**config.mk**
```make
export PLATFORM = sky130hd
export DESIGN_NAME = spi_slave_multimode
export DESIGN_NICKNAME = d
export VERILOG_FILES = /design/src/rtl/spi_pkg.sv /design/src/rtl/spi_sync_edge.sv /design/src/rtl/spi_slave_multimode.sv
export SDC_FILE = /design/constraint.sdc
export NUM_CORES = 1
export LEC_CHECK = 0
export BUFFER_PORTS_ARGS = -buffer_cell sky130_fd_sc_hd__buf_2
export CORE_MARGIN = 5
export CORE_UTILIZATION = 41
export CTS_BUF_LIST = sky130_fd_sc_hd__clkbuf_2 sky130_fd_sc_hd__clkbuf_4 sky130_fd_sc_hd__clkbuf_8
export DETAILED_ROUTE_END_ITERATION = 12
export PLACE_DENSITY_LB_ADDON = 0.3
export SLEW_MARGIN = 20
export SYNTH_ARGS = -nofsm -noshare
export SYNTH_HDL_FRONTEND = slang
export SYNTH_SLANG_ARGS = --single-unit
```
**constraint.sdc**
```tcl
create_clock -name clk -period 2.2 [get_ports clk]
set_input_delay 0.11 -clock clk [delete_from_list [all_inputs] [get_ports clk]]
set_output_delay 0.11 -clock clk [all_outputs]
set_load 0.02 [all_outputs]
```
**src/rtl/spi_pkg.sv**
```systemverilog
// Shared SPI definitions: mode bit positions, synchroniser edge types and the
// mapping from a raw spi_clk edge to its sample/shift role.
package spi_pkg;

   localparam logic [1:0] MODE_0 = 2'b00;
   localparam logic [1:0] MODE_1 = 2'b01;
   localparam logic [1:0] MODE_2 = 2'b10;
   localparam logic [1:0] MODE_3 = 2'b11;

   localparam int unsigned CPOL_BIT = 1;
   localparam int unsigned CPHA_BIT = 0;

   typedef enum logic [1:0] {EDGE_NONE, EDGE_RISE, EDGE_FALL} edge_e;
   typedef enum logic [1:0] {ROLE_IDLE, ROLE_SAMPLE, ROLE_SHIFT} spi_role_e;

   // Leading edge leaves the CPOL level; CPHA picks which edge samples.
   function automatic spi_role_e spi_role(input logic cpol, input logic cpha, input edge_e e);
      logic leading;
      logic trailing;
      leading  = (e == EDGE_RISE && !cpol) || (e == EDGE_FALL && cpol);
      trailing = (e == EDGE_FALL && !cpol) || (e == EDGE_RISE && cpol);
      if (leading) begin
         if (cpha) return ROLE_SHIFT;
         return ROLE_SAMPLE;
      end
      if (trailing) begin
         if (cpha) return ROLE_SAMPLE;
         return ROLE_SHIFT;
      end
      return ROLE_IDLE;
   endfunction

endpackage

```
**src/rtl/spi_sync_edge.sv**
```systemverilog
// Multi-stage synchroniser for one asynchronous input with a rise/fall detector
// on the synchronised level.
module spi_sync_edge
   import spi_pkg::*;
#(
   parameter int unsigned SYNC_STAGES = 2,
   parameter logic        RESET_VAL   = 1'b0
) (
   input  logic  clk,
   input  logic  reset,
   input  logic  d,
   output logic  q,
   output edge_e edge_c
);

   logic [SYNC_STAGES-1:0] sync_r;
   logic                   prev_r;

   always_ff @(posedge clk or posedge reset) begin
      if (reset) begin
         sync_r <= {SYNC_STAGES{RESET_VAL}};
         prev_r <= RESET_VAL;
      end else begin
         sync_r <= {sync_r[SYNC_STAGES-2:0], d};
         prev_r <= sync_r[SYNC_STAGES-1];
      end
   end

   assign q = sync_r[SYNC_STAGES-1];

   always_comb begin
      edge_c = EDGE_NONE;
      if (q && !prev_r)      edge_c = EDGE_RISE;
      else if (!q && prev_r) edge_c = EDGE_FALL;
   end

endmodule

```
**src/rtl/spi_slave_multimode.sv**
```systemverilog
// SPI slave supporting all four CPOL/CPHA modes, oversampled in the clk domain,
// with word-framed receive and a one-deep transmit holding register.
module spi_slave_multimode
   import spi_pkg::*;
#(
   parameter int unsigned       DATA_W      = 8,
   parameter bit                MSB_FIRST   = 1'b1,
   parameter int unsigned       SYNC_STAGES = 2,
   parameter logic [DATA_W-1:0] FILL_WORD   = '1
) (
   input  logic              clk,
   input  logic              reset,
   input  logic [1:0]        mode,
   input  logic              spi_cs,
   input  logic              spi_clk,
   input  logic              spi_mosi,
   output logic              spi_miso,
   output logic              spi_miso_oe,
   output logic [DATA_W-1:0] rx_data,
   output logic              rx_valid,
   input  logic [DATA_W-1:0] tx_data,
   input  logic              tx_valid,
   output logic              tx_ready,
   output logic              tx_underrun,
   output logic              frame_abort,
   output logic              busy
);

   localparam int unsigned       CNT_W       = $clog2(DATA_W);
   localparam logic [CNT_W-1:0]  LAST        = CNT_W'(DATA_W - 1);
   localparam logic [1:0]        SETTLE_DONE = 2'(SYNC_STAGES);

   logic  cs_q, sclk_level_unused, mosi_q;
   edge_e cs_edge_c, sclk_edge_c, mosi_edge_unused;

   spi_sync_edge #(.SYNC_STAGES(SYNC_STAGES), .RESET_VAL(1'b1)) u_sync_cs (
      .clk(clk), .reset(reset), .d(spi_cs), .q(cs_q), .edge_c(cs_edge_c));
   spi_sync_edge #(.SYNC_STAGES(SYNC_STAGES), .RESET_VAL(1'b0)) u_sync_sclk (
      .clk(clk), .reset(reset), .d(spi_clk), .q(sclk_level_unused), .edge_c(sclk_edge_c));
   spi_sync_edge #(.SYNC_STAGES(SYNC_STAGES), .RESET_VAL(1'b0)) u_sync_mosi (
      .clk(clk), .reset(reset), .d(spi_mosi), .q(mosi_q), .edge_c(mosi_edge_unused));

   logic [1:0]        mode_r, mode_n;
   logic [DATA_W-1:0] rx_shift_r, rx_shift_n, tx_shift_r, tx_shift_n, hold_r, hold_n;
   logic [CNT_W-1:0]  rx_cnt_r, rx_cnt_n, tx_cnt_r, tx_cnt_n, tx_idx_c;
   logic              skip_lead_r, skip_lead_n, load_pend_r, load_pend_n;
   logic              armed_r, armed_n;
   logic [1:0]        settle_r, settle_n;
   logic [DATA_W-1:0] rx_data_n, rx_word_c;
   logic              rx_valid_n, tx_ready_n, tx_underrun_n, frame_abort_n, busy_n, miso_n;
   logic              load_c;
   spi_role_e         role_c;

   // Next-state for framing, shift registers, holding register and pulses.
   always_comb begin
      mode_n        = mode_r;
      rx_shift_n    = rx_shift_r;
      rx_cnt_n      = rx_cnt_r;
      tx_shift_n    = tx_shift_r;
      tx_cnt_n      = tx_cnt_r;
      skip_lead_n   = skip_lead_r;
      load_pend_n   = 1'b0;
      hold_n        = hold_r;
      tx_ready_n    = tx_ready;
      busy_n        = busy;
      rx_data_n     = rx_data;
      rx_valid_n    = 1'b0;
      tx_underrun_n = 1'b0;
      frame_abort_n = 1'b0;
      load_c        = load_pend_r;
      rx_word_c     = MSB_FIRST ? {rx_shift_r[DATA_W-2:0], mosi_q}
                                : {mosi_q, rx_shift_r[DATA_W-1:1]};
      role_c        = spi_role(mode_r[CPOL_BIT], mode_r[CPHA_BIT], sclk_edge_c);
      settle_n      = (settle_r == SETTLE_DONE) ? settle_r : settle_r + 2'd1;
      // A CS held low through reset must not start a frame until seen high.
      armed_n       = armed_r | ((settle_r == SETTLE_DONE) && cs_q);

      if (armed_r && !busy && cs_edge_c == EDGE_FALL) begin
         mode_n      = mode;
         rx_cnt_n    = '0;
         tx_cnt_n    = '0;
         skip_lead_n = 1'b1;
         busy_n      = 1'b1;
         load_c      = 1'b1;
      end else if (busy && cs_edge_c == EDGE_RISE) begin
         busy_n        = 1'b0;
         frame_abort_n = (rx_cnt_r != '0);
      end else if (busy) begin
         if (role_c == ROLE_SAMPLE) begin
            rx_shift_n = rx_word_c;
            if (rx_cnt_r == LAST) begin
               rx_cnt_n    = '0;
               rx_data_n   = rx_word_c;
               rx_valid_n  = 1'b1;
               load_pend_n = 1'b1;
            end else begin
               rx_cnt_n = rx_cnt_r + CNT_W'(1);
            end
         end else if (role_c == ROLE_SHIFT) begin
            if (mode_r[CPHA_BIT] && skip_lead_r) skip_lead_n = 1'b0;
            else tx_cnt_n = (tx_cnt_r == LAST) ? '0 : tx_cnt_r + CNT_W'(1);
         end
      end

      // Load consumes the old holding word before a same-cycle handshake refills it.
      if (load_c) begin
         if (!tx_ready) begin
            tx_shift_n = hold_r;
            tx_ready_n = 1'b1;
         end else begin
            tx_shift_n    = FILL_WORD;
            tx_underrun_n = 1'b1;
         end
      end
      if (tx_valid && tx_ready) begin
         hold_n     = tx_data;
         tx_ready_n = 1'b0;
      end

      tx_idx_c = MSB_FIRST ? (LAST - tx_cnt_n) : tx_cnt_n;
      miso_n   = busy_n & tx_shift_n[tx_idx_c];
   end

   always_ff @(posedge clk or posedge reset) begin
      if (reset) begin
         mode_r      <= MODE_0;
         rx_shift_r  <= '0;
         rx_cnt_r    <= '0;
         tx_shift_r  <= '0;
         tx_cnt_r    <= '0;
         skip_lead_r <= 1'b0;
         load_pend_r <= 1'b0;
         hold_r      <= '0;
         armed_r     <= 1'b0;
         settle_r    <= 2'd0;
         rx_data     <= '0;
         rx_valid    <= 1'b0;
         tx_ready    <= 1'b1;
         tx_underrun <= 1'b0;
         frame_abort <= 1'b0;
         busy        <= 1'b0;
         spi_miso_oe <= 1'b0;
         spi_miso    <= 1'b0;
      end else begin
         mode_r      <= mode_n;
         rx_shift_r  <= rx_shift_n;
         rx_cnt_r    <= rx_cnt_n;
         tx_shift_r  <= tx_shift_n;
         tx_cnt_r    <= tx_cnt_n;
         skip_lead_r <= skip_lead_n;
         load_pend_r <= load_pend_n;
         hold_r      <= hold_n;
         armed_r     <= armed_n;
         settle_r    <= settle_n;
         rx_data     <= rx_data_n;
         rx_valid    <= rx_valid_n;
         tx_ready    <= tx_ready_n;
         tx_underrun <= tx_underrun_n;
         frame_abort <= frame_abort_n;
         busy        <= busy_n;
         spi_miso_oe <= busy_n;
         spi_miso    <= miso_n;
      end
   end

endmodule

```
==> results of run 1 <==
-- kinds of logic after synthesis --
| group | synth area share |
|---|---|
| AO/OA/AOI/OAI | 0.101 |
| XOR/XNOR | 0.00706 |
| adder cells (fa/ha/maj) | 0.0302 |
| buffers and inverters | 0.0323 |
| flip-flops | 0.577 |
| multiplexers | 0.120 |
| AND/OR/NAND/NOR | 0.133 |
-- layout make-up --
cell class | count | area [um^2] | share of cell area
clock buffers | 10 | 138 | 0.0445
clock inverters | 6 | 88.8 | 0.0287
inverters | 8 | 30.0 | 0.00971
multi-input cells | 135 | 971 | 0.314
flip-flops and latches | 57 | 1430 | 0.463
well taps | 75 | 93.8 | 0.0303
repair buffers | 49 | 340 | 0.110
-- final timing paths --
path	start	to	slack (ns)	cells after the start
worst min register to register	u_sync_sclk.sync_r[0]	u_sync_sclk.sync_r[1]	0.35	0
max in group asynchronous	reset	u_sync_cs.prev_r	1.16	4
min in group asynchronous	reset	load_pend_r	0.39	3
worst min-delay path	tx_valid	tx_ready	0.27	3
worst max-delay path	mode_r[1]	spi_miso	0.16	6
worst max register to register	mode_r[1]	spi_miso	0.16	6
-- worst min-delay path, delay by kind of cell --
kind / cells / cell delay [ns]
and+or+nand+nor: 1 / 0.23
buffers and inverters: 1 / 0.07
AOI/OAI and AO/OA: 1 / 0.19
-- sequential cells by signal (all words and copies together), names as in the netlist, 2 cells and up --
signal and cells:
u_sync_cs.sync_r 2, tx_cnt_r 3, settle_r 2, u_sync_mosi.sync_r 2, rx_cnt_r 3, hold_r 8
rx_data 8, rx_shift_r 7, tx_shift_r 8, mode_r 2, u_sync_sclk.sync_r 2
-- where the power goes --
| part | internal [mW] | switching [mW] |
|---|---|---|
| sequential | 1.35 | 0.205 |
| clock | 0.669 | 0.429 |
| combinational | 0.408 | 0.412 |
| total | 2.43 | 1.05 |
-- timing repair --
| action | CTS | global route |
|---|---|---|
| setup buffers | 0 | 0 |
| endpoints found under the hold margin | 39 | 0 |
| gates resized for setup | 0 | 2 |
| endpoints found under the setup margin | 0 | 1 |
| hold buffers | 14 | 0 |
-- layer usage --
metal / up-vias / global-route usage
li1: 848 / -
met3: 6 / 0.0564
met2: 38 / 0.208
met1: 815 / 0.173
met4: 0 / 0.0628
met5: - / 0
-- through the flow --
step | power [mW] | hold WS (ns) | util | worst slack, ns | instances
global route | 3.71 | 0.293 | 0.522 | 0.0114 | 340
detailed placement | 2.38 | 0.220 | 0.460 | 0.177 | 310
floorplan | 2.16 | 0.114 | - | 0.248 | 209
global placement | 2.35 | 0.219 | 0.460 | 0.197 | 310
CTS | 3.52 | 0.264 | 0.522 | 0.159 | 340
finish | 3.48 | 0.266 | 0.522 | 0.159 | 340
-- cells in the final DEF, fill, tap and decap left out, types with 2 or more instances in the layout --
cell type	instances
o2111ai_1	2
bufinv_16	2
nor3_1	5
nand3_1	5
nor3b_1	2
dfstp_2	4
a21o_1	2
o31ai_1	2
o21ai_0	7
o211ai_1	6
mux2i_1	4
nor2_1	15
clkbuf_8	10
xnor2_1	2
dfrtp_1	53
dlygate4sd3_1	14
a21oi_1	7
inv_1	7
o2111a_2	2
ha_1	6
buf_2	30
nand2_1	20
mux2_2	23
clkinvlp_4	2
buf_4	4
nor2b_1	4
nand2b_1	2
==> impl_metrics.tcl, run 1 <==
set metrics [dict create \
    cpMaxStageDelayCell "dfrtp_1" \
    grt.overflow.total 0 \
    coreArea_um2 5920 \
    grt_max_degree 31 \
    yosysWarnings 0 \
    ys_top_cells_by_area "dfrtp_1, mux2_2, dfstp_2, ha_1, nand2_1" \
    cts-htree-levels 3 \
    hold_viol 0 \
    final_cell_area_um2 3090 \
    fin_crit_ns 2.04 \
    avgSynthCellArea_um2 11.9 \
    path_max_fanout 7 \
    ant_nets 0 \
    num_vias 1707 \
    highest_layer "met4" \
    cts.sinks 57 \
    cts_max_path_buffers 2 \
    dieArea_um2 7710 \
    yosys.area.top_type "dfrtp_1" \
    synth_cell_type_count 43 \
    cts_buffers 9 \
    path_buf_inv 0 \
    post-synth-top-count-cell "dfrtp_1" \
    fmax_ghz 0.490 \
    first_pass_iters 4 \
    path_cells "and3b_1, o2111a_2, or3_4, a221oi_1, nand4b_1, and4_1" \
    drt_iter0_markers 57 \
    syn-num-nets 231 \
    worstSkewPairLatency_ns 0.34 \
    setup_tns_ns 0 \
    wl_per_cell_um 13.7 \
    synthCells 209 \
    cp-start-kind "flop" \
    ir_worst_vdd_mv 0.594 \
    hp-class "in -> reg" \
    powerDensity_nw_per_um2 1120 \
    viasPerCell 5.02 \
    crit_family "simple AND/OR/NAND/NOR gates" \
    arrival_ns 2.31 \
    start_util 0.419 \
    dpl.hpwl_um 3220 \
    synth_area_um2 2480 \
    wl_um 4660 \
    gp_congestion 0.825 \
    dr_wl_met3_um 241 \
    placed_cell_area_um2 2730 \
    yosys-top-cells-count "dfrtp_1, mux2_2, nand2_1" \
    n_antenna_cell 0 \
    critPathKind "reg -> reg" \
    leakagePower_nw 1.47 \
    clk_pin_slew_worst_paths_ns 0.07 \
    synth_async_sr_flop_share 1.00 \
    maxSlewViolCount 0 \
    period_share 0.928 \
    slew_headroom 0.587 \
    met2_length_um 2240 \
    area_delta_synth_final_pct 24.6 \
    ys_seq_elements 57 \
    antenna_found_initial 0 \
    wl_met1_um 2130 \
    clock-root-buffer "clkbuf_8" \
    cap_violations 0 \
    rsz0062_at_grt "no" \
    outcome "complete, no violations" \
    die_w_um 87.8 \
    drc_errors 0 \
    end_kind "flop" \
    rows 28 \
    ios 31 \
    fin_nets 282 \
    fin_worst_skew_ns 0.0121 \
    worst_slew_pin_slew_ns 0.619 \
    cp.required_ns 2.47 \
    synth_top_area_frac 0.534 \
    yosysSeqAreaShare 0.577 \
    setup_viol 0 \
    grt_pass1_vias 1729 \
    grt_pass1_wl_um 8050 \
    die_h_um 87.8 \
    tritoncts "yes" \
    synth_edf_count 0 \
    synth_top_flop_cell "dfrtp_1" \
    io_buffers 30 \
    drive_above_1_share 0.313 \
    fillCellCount 525 \
    grt_usage 0.138 \
    cpPeakStageDelay_ns 0.45 \
]
No activity file was read; power rests on OpenSTA's default activity.
==> run 2, diff against run 1 <==
SYNTH_HIERARCHICAL = 1   (was not set)
==> impl_metrics.tcl, run 2 <==
set metrics [dict create \
    io_buffers 30 \
    largestRegisters "hold_r (8), rx_data (8), tx_shift_r (8)" \
    clkPwrFrac 0.284 \
    setup_tns_ns 0 \
    cts_buffers 9 \
    num_vias 1567 \
    grt_pass1_wl_um 7660 \
    leakagePower_nw 1.48 \
    hold_viol 0 \
    synthCells 200 \
    avgSynthCellArea_um2 12.1 \
    dpl.hpwl_um 3030 \
    powerDensity_nw_per_um2 1060 \
    cp-start-kind "flop" \
    fin_worst_skew_ns 0.00828 \
    fillCellCount 515 \
    die_h_um 86.9 \
    area_delta_synth_final_pct 24.3 \
    rows 28 \
    dieArea_um2 7550 \
    critPathKind "reg -> reg" \
    fin_nets 276 \
    viasPerCell 4.69 \
    cts.sinks 57 \
    placedCellCount 306 \
    layout_commonest_cell "dfrtp_1" \
    cts-htree-levels 3 \
    fmax_ghz 0.489 \
    period_share 0.930 \
    final_cell_mix "dfrtp_1, buf_2, mux2_1, nor2_1, nand2_1" \
    coreArea_um2 5850 \
    seqPwrFrac 0.477 \
    met2_length_um 1980 \
    dr_wl_met3_um 171 \
    grt_pass1_vias 1596 \
    highest_layer "met4" \
    p_int_mw 2.24 \
    outcome "complete, no violations" \
    arrival_ns 2.26 \
    maxSlewViolCount 0 \
    drive_above_1_share 0.259 \
    start_util 0.414 \
    ant_nets 0 \
    drc_errors 0 \
    slew_headroom 0.682 \
    path_max_fanout 5 \
    yosysWarnings 6 \
    fin_crit_ns 2.05 \
    end_kind "flop" \
    hp-class "in -> reg" \
    drt_iter0_markers 61 \
    wl_per_cell_um 12.9 \
    netSwitchingPower_mw 0.961 \
    cts_max_path_buffers 2 \
    wl_met1_um 2060 \
    wl_um 4310 \
    cp.required_ns 2.42 \
    grt_max_degree 29 \
    syn-num-nets 222 \
    r2r_start "u_sync_cs/sync_r[1]" \
    clk_pin_slew_worst_paths_ns 0.06 \
    first_pass_iters 4 \
    n_antenna_cell 0 \
    pwr-share-comb 0.239 \
    setup_viol 0 \
    grt.overflow.total 0 \
    die_w_um 86.9 \
    rsz0062_at_grt "no" \
    switching_share 0.300 \
    worst_slew_pin_slew_ns 0.476 \
    ios 31 \
    fin_cells 334 \
    tritoncts "yes" \
    cap_violations 0 \
    hold_start "tx_data[6]" \
    crit_path_start "u_sync_cs/sync_r[1]" \
    synth_area_um2 2420 \
    ir_worst_vdd_mv 0.653 \
    antenna_found_initial 0 \
    grt_usage 0.134 \
    clock-root-buffer "clkbuf_8" \
    gp_congestion 0.739 \
    worstSkewPairLatency_ns 0.33 \
]
[run 2: cell type report]
class,count,area [um^2],area share
flip-flops and latches,57,1430,0.475
multi-input cells,125,915,0.304
repair buffers,50,343,0.114
clock buffers,16,189,0.0627
well taps,75,93.8,0.0311
inverters,11,41.3,0.0137
[run 2: path summary, 6_finish.rpt]
| kind | cells past startpoint | to | slack [ns] |
|---|---|---|---|
| min in group asynchronous | 3 | u_sync_mosi/sync_r[1] | 0.24 |
| hold reg to reg | 0 | u_sync_sclk/sync_r[1] | 0.34 |
| setup / recovery | 9 | spi_miso | 0.15 |
| setup reg to reg | 9 | spi_miso | 0.15 |
| max in group asynchronous | 4 | tx_ready | 1.22 |
| hold / removal | 2 | hold_r[6] | 0.01 |
[run 2: metrics by stage]
stage                util  setup WS (ns)  power [mW]  hold slack (ns)  cell area [um^2]
detailed placement  0.462         0.0873        2.30          0.00727              2700
floorplan               -          0.143        2.08           -0.149              2420
global route        0.515         0.0408        3.42           0.0142              3010
global placement    0.462          0.142        2.27           0.0103              2700
finish              0.515          0.153        3.20           0.0128              3010
CTS                 0.515         0.0752        3.24          0.00128              3010
[run 2: repair_timing]
item / in CTS / in global routing
setup endpoints to repair: 0 / 1
endpoints found under the hold margin: 40 / 0
hold buffers: 12 / 0
gates resized for setup: 0 / 1
setup buffers: 0 / 0
[run 2: metal layers]
layer | vias to the layer above | global-route usage
met5 | - | 0
met4 | 0 | 0.0722
met3 | 11 | 0.0378
met2 | 25 | 0.194
met1 | 739 | 0.180
li1 | 792 | -
[run 2: power by group through the flow]
stage,clock (mW),sequential (mW),combinational [mW]
floorplan,0,1.50,0.581
global placement,0,1.53,0.733
detailed placement,0,1.54,0.755
CTS,0.937,1.53,0.775
global route,0.990,1.57,0.869
finish,0.909,1.53,0.765
[run 2: critical path, stage by stage, from the launching register on]
cell and delay [ns]:
dfstp_2 0.55, and2b_2 0.22, nand2b_1 0.15, nand3_1 0.15
nor4_1 0.07, buf_4 0.15, a21oi_4 0.17, mux2i_1 0.21
o211ai_1 0.10, and3_1 0.17
